`src/rtl/beam_sweep_scheduler.sv`:
```
// rtl/beam_sweep_scheduler.sv - steering sweep controller for the 16-mic delay-and-sum beamformer
//
// Walks the steering angle index across all angles. After each change it lets the
// delay lines refill for a few frames, then accumulates |sample| energy over a
// dwell window. At the end of a sweep it reports the loudest angle.
//
// Ports:
//   clk, rst_n    clock, asynchronous active-low reset
//   enable        level, 1 = sweep continuously; 0 = return to idle next cycle
//   sample_valid  one strobe per decimated frame
//   sample        signed beam sample, qualified by sample_valid
//   angle_idx     steering select to the delay datapath
//   angle_load    1-cycle pulse, coincident with a new angle_idx value
//   busy          1 while not idle
//   sweep_done    1-cycle pulse, coincident with updated best_idx/best_energy
//   best_idx      loudest angle of the last completed sweep
//   best_energy   dwell energy of best_idx
//
// Optional build macro BEST_HOLD_EN: after each sweep, park the steering select
// on the best angle for HOLD_FRAMES frames before starting the next sweep.

module beam_sweep_scheduler #(
    parameter int N_ANGLES      = 16,
    parameter int ANGLE_W       = 4,
    parameter int SAMPLE_W      = 16,
    parameter int SETTLE_FRAMES = 4,
    parameter int DWELL_FRAMES  = 64,
    parameter int ACC_W         = 22,
    parameter int HOLD_FRAMES   = 256
) (
    input  logic                clk,
    input  logic                rst_n,
    input  logic                enable,
    input  logic                sample_valid,
    input  logic [SAMPLE_W-1:0] sample,
    output logic [ANGLE_W-1:0]  angle_idx,
    output logic                angle_load,
    output logic                busy,
    output logic                sweep_done,
    output logic [ANGLE_W-1:0]  best_idx,
    output logic [ACC_W-1:0]    best_energy
);

    // One frame counter is shared by settle, dwell and hold; size it for the longest.
    localparam int CNT_MAX_SD = (SETTLE_FRAMES > DWELL_FRAMES) ? SETTLE_FRAMES : DWELL_FRAMES;
    localparam int CNT_MAX    = (HOLD_FRAMES > CNT_MAX_SD) ? HOLD_FRAMES : CNT_MAX_SD;
    localparam int CNT_W      = $clog2(CNT_MAX + 1);

    localparam int SETTLE_LAST_I = (SETTLE_FRAMES > 0) ? SETTLE_FRAMES - 1 : 0;
    localparam int DWELL_LAST_I  = (DWELL_FRAMES > 0) ? DWELL_FRAMES - 1 : 0;
    localparam int HOLD_LAST_I   = (HOLD_FRAMES > 0) ? HOLD_FRAMES - 1 : 0;

    localparam logic [CNT_W-1:0]   SETTLE_LAST = CNT_W'(SETTLE_LAST_I);
    localparam logic [CNT_W-1:0]   DWELL_LAST  = CNT_W'(DWELL_LAST_I);
    localparam logic [CNT_W-1:0]   HOLD_LAST   = CNT_W'(HOLD_LAST_I);
    localparam logic [ANGLE_W-1:0] LAST_ANGLE  = ANGLE_W'(N_ANGLES - 1);

    typedef enum logic [2:0] {
        S_IDLE   = 3'd0,
        S_LOAD   = 3'd1,
        S_SETTLE = 3'd2,
        S_DWELL  = 3'd3,
        S_CMP    = 3'd4,
        S_DONE   = 3'd5,
        S_HOLD   = 3'd6
    } state_t;

    state_t             state_q;
    state_t             state_d;
    logic [CNT_W-1:0]   frame_cnt;
    logic [ANGLE_W-1:0] cur_idx;
    logic [ACC_W-1:0]   acc;
    logic [ACC_W-1:0]   run_best_e;
    logic [ANGLE_W-1:0] run_best_i;
    logic [SAMPLE_W-1:0] mag;
    logic [ACC_W-1:0]   mag_ext;

    // Two's-complement magnitude; the most negative input maps to 2^(SAMPLE_W-1),
    // which is still representable as an unsigned SAMPLE_W-bit value.
    assign mag     = sample[SAMPLE_W-1] ? (~sample + SAMPLE_W'(1)) : sample;
    assign mag_ext = {{(ACC_W-SAMPLE_W){1'b0}}, mag};
    assign busy    = (state_q != S_IDLE);

    always_ff @(posedge clk or negedge rst_n) begin
        if (!rst_n) begin
            state_q <= S_IDLE;
        end else begin
            state_q <= state_d;
        end
    end

    always_comb begin
        state_d = state_q;
        case (state_q)
            S_IDLE:   if (enable) state_d = S_LOAD;
            S_LOAD:   state_d = (SETTLE_FRAMES == 0) ? S_DWELL : S_SETTLE;
            S_SETTLE: if (sample_valid && frame_cnt == SETTLE_LAST) state_d = S_DWELL;
            S_DWELL:  if (sample_valid && frame_cnt == DWELL_LAST) state_d = S_CMP;
            S_CMP:    state_d = (cur_idx == LAST_ANGLE) ? S_DONE : S_LOAD;
`ifdef BEST_HOLD_EN
            S_DONE:   state_d = S_HOLD;
            S_HOLD:   if (sample_valid && frame_cnt == HOLD_LAST) state_d = S_LOAD;
`else
            S_DONE:   state_d = S_LOAD;
`endif
            default:  state_d = S_IDLE;
        endcase
        // Dropping enable abandons whatever is in progress.
        if (!enable) state_d = S_IDLE;
    end

    always_ff @(posedge clk or negedge rst_n) begin
        if (!rst_n) begin
            frame_cnt   <= '0;
            cur_idx     <= '0;
            acc         <= '0;
            run_best_e  <= '0;
            run_best_i  <= '0;
            angle_idx   <= '0;
            angle_load  <= 1'b0;
            sweep_done  <= 1'b0;
            best_idx    <= '0;
            best_energy <= '0;
        end else begin
            angle_load <= 1'b0;
            sweep_done <= 1'b0;
            if (!enable || state_q == S_IDLE) begin
                // Partial sweep state is discarded; reported outputs are kept.
                frame_cnt  <= '0;
                cur_idx    <= '0;
                acc        <= '0;
                run_best_e <= '0;
                run_best_i <= '0;
            end else begin
                case (state_q)
                    S_LOAD: begin
                        angle_idx  <= cur_idx;
                        angle_load <= 1'b1;
                        frame_cnt  <= '0;
                    end
                    S_SETTLE: begin
                        if (sample_valid) begin
                            frame_cnt <= (frame_cnt == SETTLE_LAST) ? '0 : frame_cnt + CNT_W'(1);
                        end
                    end
                    S_DWELL: begin
                        if (sample_valid) begin
                            acc       <= acc + mag_ext;
                            frame_cnt <= (frame_cnt == DWELL_LAST) ? '0 : frame_cnt + CNT_W'(1);
                        end
                    end
                    S_CMP: begin
                        // Strict compare: on a tie the earlier (lower) angle stays best.
                        if (acc > run_best_e) begin
                            run_best_e <= acc;
                            run_best_i <= cur_idx;
                        end
                        acc <= '0;
                        if (cur_idx != LAST_ANGLE) cur_idx <= cur_idx + ANGLE_W'(1);
                    end
                    S_DONE: begin
                        best_idx    <= run_best_i;
                        best_energy <= run_best_e;
                        sweep_done  <= 1'b1;
                        run_best_e  <= '0;
                        run_best_i  <= '0;
                        cur_idx     <= '0;
                        frame_cnt   <= '0;
`ifdef BEST_HOLD_EN
                        angle_idx   <= run_best_i;
                        angle_load  <= 1'b1;
`endif
                    end
`ifdef BEST_HOLD_EN
                    S_HOLD: begin
                        if (sample_valid) begin
                            frame_cnt <= (frame_cnt == HOLD_LAST) ? '0 : frame_cnt + CNT_W'(1);
                        end
                    end
`endif
                    default: ;
                endcase
            end
        end
    end

endmodule

```
`config.mk`:
```
export PLATFORM = sky130hd
export DESIGN_NAME = beam_sweep_scheduler
export DESIGN_NICKNAME = d
export VERILOG_FILES = /design/src/rtl/beam_sweep_scheduler.sv
export SDC_FILE = /design/constraint.sdc
export NUM_CORES = 1
export LEC_CHECK = 0
export CAP_MARGIN = 40
export CORE_ASPECT_RATIO = 0.5
export CORE_UTILIZATION = 40
export DETAILED_ROUTE_END_ITERATION = 10
export DONT_BUFFER_PORTS = 1
export PLACE_DENSITY = 0.58
export SLEW_MARGIN = 10
export SYNTH_ARGS = -nofsm -noshare
export SYNTH_HDL_FRONTEND = slang
export SYNTH_SLANG_ARGS = --single-unit
```
`constraint.sdc`:
```
create_clock -name clk -period 3 [get_ports clk]
set_input_delay 0.6 -clock clk [delete_from_list [all_inputs] [get_ports clk]]
set_output_delay 0.6 -clock clk [all_outputs]
set_load 0.02 [all_outputs]
```
==> metrics.txt <==
Setup Skew=6.14 ps; antenna diode count=0; Slowest Stage Delay on Critical Path=420 ps; CP Capture Type=register; Port Buffers=0; Die H=85.4 um; crit path time final=3530 ps; GRT Residual Overflow=0; Yosys warnings=0; fillers=1271; largest net degree at the start of global routing=97; library cells used by synthesis=56; RSZ-0062 raised after global routing=true; Total GRT Usage=between 10% and 20%; final setup vio count=10; vias per cell=5.20; Primary FF master, synth=dfrtp_1; layout cells sized above 1=21.1%; r2r startpoint=acc[0]; die area=14400 um2; Post-Syn Area=5570 um2; Reg-to-Reg End=acc[20]; clock buffer depth=2; fraction of the mapped netlist area in simple logic gates=16.6%; TritonRoute pass-1 iters=7; main combinational cell family by area after synthesis=compound AO/OA/AOI/OAI gates; VDD IR-drop max=0.266 mV; initial antenna violation count=0; Final Power=3.01 mW; mux cell area share after synthesis=0.989%; mean area per synthesized cell=9.20 um2; Yosys reg bits=96; cell row count=30; CP arrival=3810 ps; Reg clk slew, reported paths=60 ps; CTS Buf Count=9; DR WL/cell=15.3 um; Residual DRC=1; Slew @ Worst Pin=696 ps; clk sinks=96; critical setup path kind=in -> reg; most frequent cells in the layout=dfrtp_1 (96), nand2_1 (88), buf_4 (71), o21ai_0 (52), ha_1 (41); Critical path buffers and inverters=1; Reg area=2400 um2; Hold Path Class=in -> async; I/O pin count=53; asr flop ratio synth=100%; syn_nets=~670; area delta synth->final=23.6%; DRT iter0 DRCs=223; most used cell, CP=or3_4; failing checks=design-rule violations, negative setup slack; final max-slew violation count=0; Max-slew headroom=53.5%; clk_lat worst skew=340 ps; Crit Path Max Fanout=4; sequential-to-total area share from yosys stat=43.2%; FF-to-FF path depth=10; CP top delay family=simple AND/OR/NAND/NOR gates; Post-DRT Antenna Nets=0; Final nets=732; number of synthesized flops with an enable pin=0; most common cell after layout, fill and taps aside=dfrtp_1; Worst path slowest cell=or4_4; max frequency=0.283 GHz; Multi-input gate area=3140 um2; via count=4492; standby leakage power=3.17 nW; Die X=169 um; adder-cell share of the synthesized area=10.0%; status=finished, violations left; post-synthesis instance total=slightly above 600; Worst setup SP type=primary input; Final period util=118%; placed wire-length estimate=a little under 10000 um; Initial Utilization=41.1%; r2r setup slk=280 ps; H-tree levels=3; core area=13600 um2; CP Cell Sequence=or3_4 -> or4_4 -> or3_4 -> or3_4 -> o31ai_4 -> xnor2_2 -> ha_1 -> nand4_1 -> a211oi_2 -> buf_4 -> o21ai_2 -> a211o_1 -> nand2_1; Cell Pwr Density=438 nW/um2; gpl congestion=around 0.82; Hold Vio Cnt, Final=0; CTS tree=built; first-pass GRT wire length=roughly 22000 um; WL final=roughly 13000 um; post-synthesis xor/xnor area fraction=between 4 and 5%; Req. time, crit path=3270 ps; Synth Area in Compound Gates=20.5%; post-route setup slack=-535 ps; max-cap viol count=0; Root Buffer=clkbuf_16; hold slack=roughly 170 ps; vias in the first global route=4311
-- per-layer routing --
metal | wire (um) | global-route usage [%] | up-vias
met5 | 0 | 0 | -
met4 | 198 | 5.45 | 0
met3 | 492 | 3.92 | 18
met2 | 5230 | 27.1 | 80
met1 | 7340 | 30.7 | 2114
li1 | - | - | 2280
-- timing repair --
action	4_1_cts	5_1_grt
setup endpoints to repair	11	28
hold buffers	1	0
buffers inserted	5	4
gates resized for setup	16	26
hold endpoints to repair	96	0
pin swaps	12	16
-- power by group --
group | internal (mW) | switching, mW | total, mW
Sequential | 1.32 | 0.0528 | 1.37
Combinational | 0.197 | 0.263 | 0.460
Clock | 0.710 | 0.466 | 1.18
Total | 2.23 | 0.781 | 3.01
-- stage by stage --
| step | utilization [%] | setup WS, ps | cells | instance area [um2] | TNS [ps] |
|---|---|---|---|---|---|
| after floorplan | - | -737 | 605 | 5610 | -6110 |
| after global placement | 46.3 | -834 | 839 | 6280 | -8350 |
| after detailed placement | 46.3 | -886 | 839 | 6280 | -8740 |
| after CTS | 49.6 | -495 | 860 | 6720 | -4120 |
| after global routing | 50.7 | -660 | 864 | 6880 | -5710 |
| final | 50.7 | -535 | 864 | 6880 | -4540 |
-- sequential cells by signal, summed over array words and instances (netlist names) --
register     flops
acc             22
angle_idx        4
angle_load       1
best_energy     22
best_idx         4
cur_idx          4
frame_cnt        9
run_best_e      22
run_best_i       4
state_q          3
sweep_done       1
-- Yosys cell counts, types with 7 or more instances --
| library cell | number | area [um2] |
|---|---|---|
| nor2_1 | 20 | 75.1 |
| nand2_1 | 90 | 338 |
| o31ai_1 | 8 | 60.1 |
| xor2_1 | 10 | 87.6 |
| a21o_1 | 8 | 60.1 |
| dfrtp_1 | 96 | 2400 |
| nand2b_1 | 7 | 43.8 |
| clkbuf_1 | 24 | 90.1 |
| nand4_1 | 7 | 43.8 |
| nor3_1 | 8 | 40.0 |
| inv_1 | 40 | 150 |
| nor2b_1 | 8 | 50.1 |
| nand3_1 | 19 | 95.1 |
| a21oi_1 | 40 | 200 |
| xnor2_1 | 17 | 149 |
| o21ai_0 | 59 | 295 |
| a22o_1 | 26 | 228 |
| ha_1 | 43 | 538 |
-- how the worst max path moves through the flow --
stage / slack, ps / to / startpoint / depth (start not counted)
4_1_cts: -500 / acc[16] / sample[3] / 12
6_report: -530 / acc[19] / sample[3] / 13
5_1_grt: -660 / acc[16] / sample[3] / 12
3_5_place_dp: -890 / acc[18] / sample[3] / 14
2_1_floorplan: -740 / acc[20] / sample[3] / 14
3_3_place_gp: -830 / acc[16] / sample[3] / 12
-- worst register-to-register path, delay by kind of cell, from the launching register on --
family | cells | cell delay (ps)
AND/OR/NAND/NOR | 2 | 560
buffers and inverters | 1 | 70
flip-flops | 1 | 360
AO/OA/AOI/OAI | 5 | 1070
adder cells (fa/ha/maj) | 2 | 590
-- area by class of cell --
cell class	instances	area share [%]
flip-flops and latches	96	34.9
well taps	192	3.49
repair buffers	78	9.26
inverters	40	2.18
clock inverters	2	0.546
multi-input cells	443	45.7
clock buffers	13	3.93
-- cell families after synthesis --
| family | Yosys count |
|---|---|
| flops | 96 |
| simple gates | 191 |
| compound gates | 176 |
| buf+inv | 66 |
| xor+xnor | 27 |
| mux | 5 |
| fa+ha+maj | 44 |
Note: power is estimated with default switching activity, not from simulation.
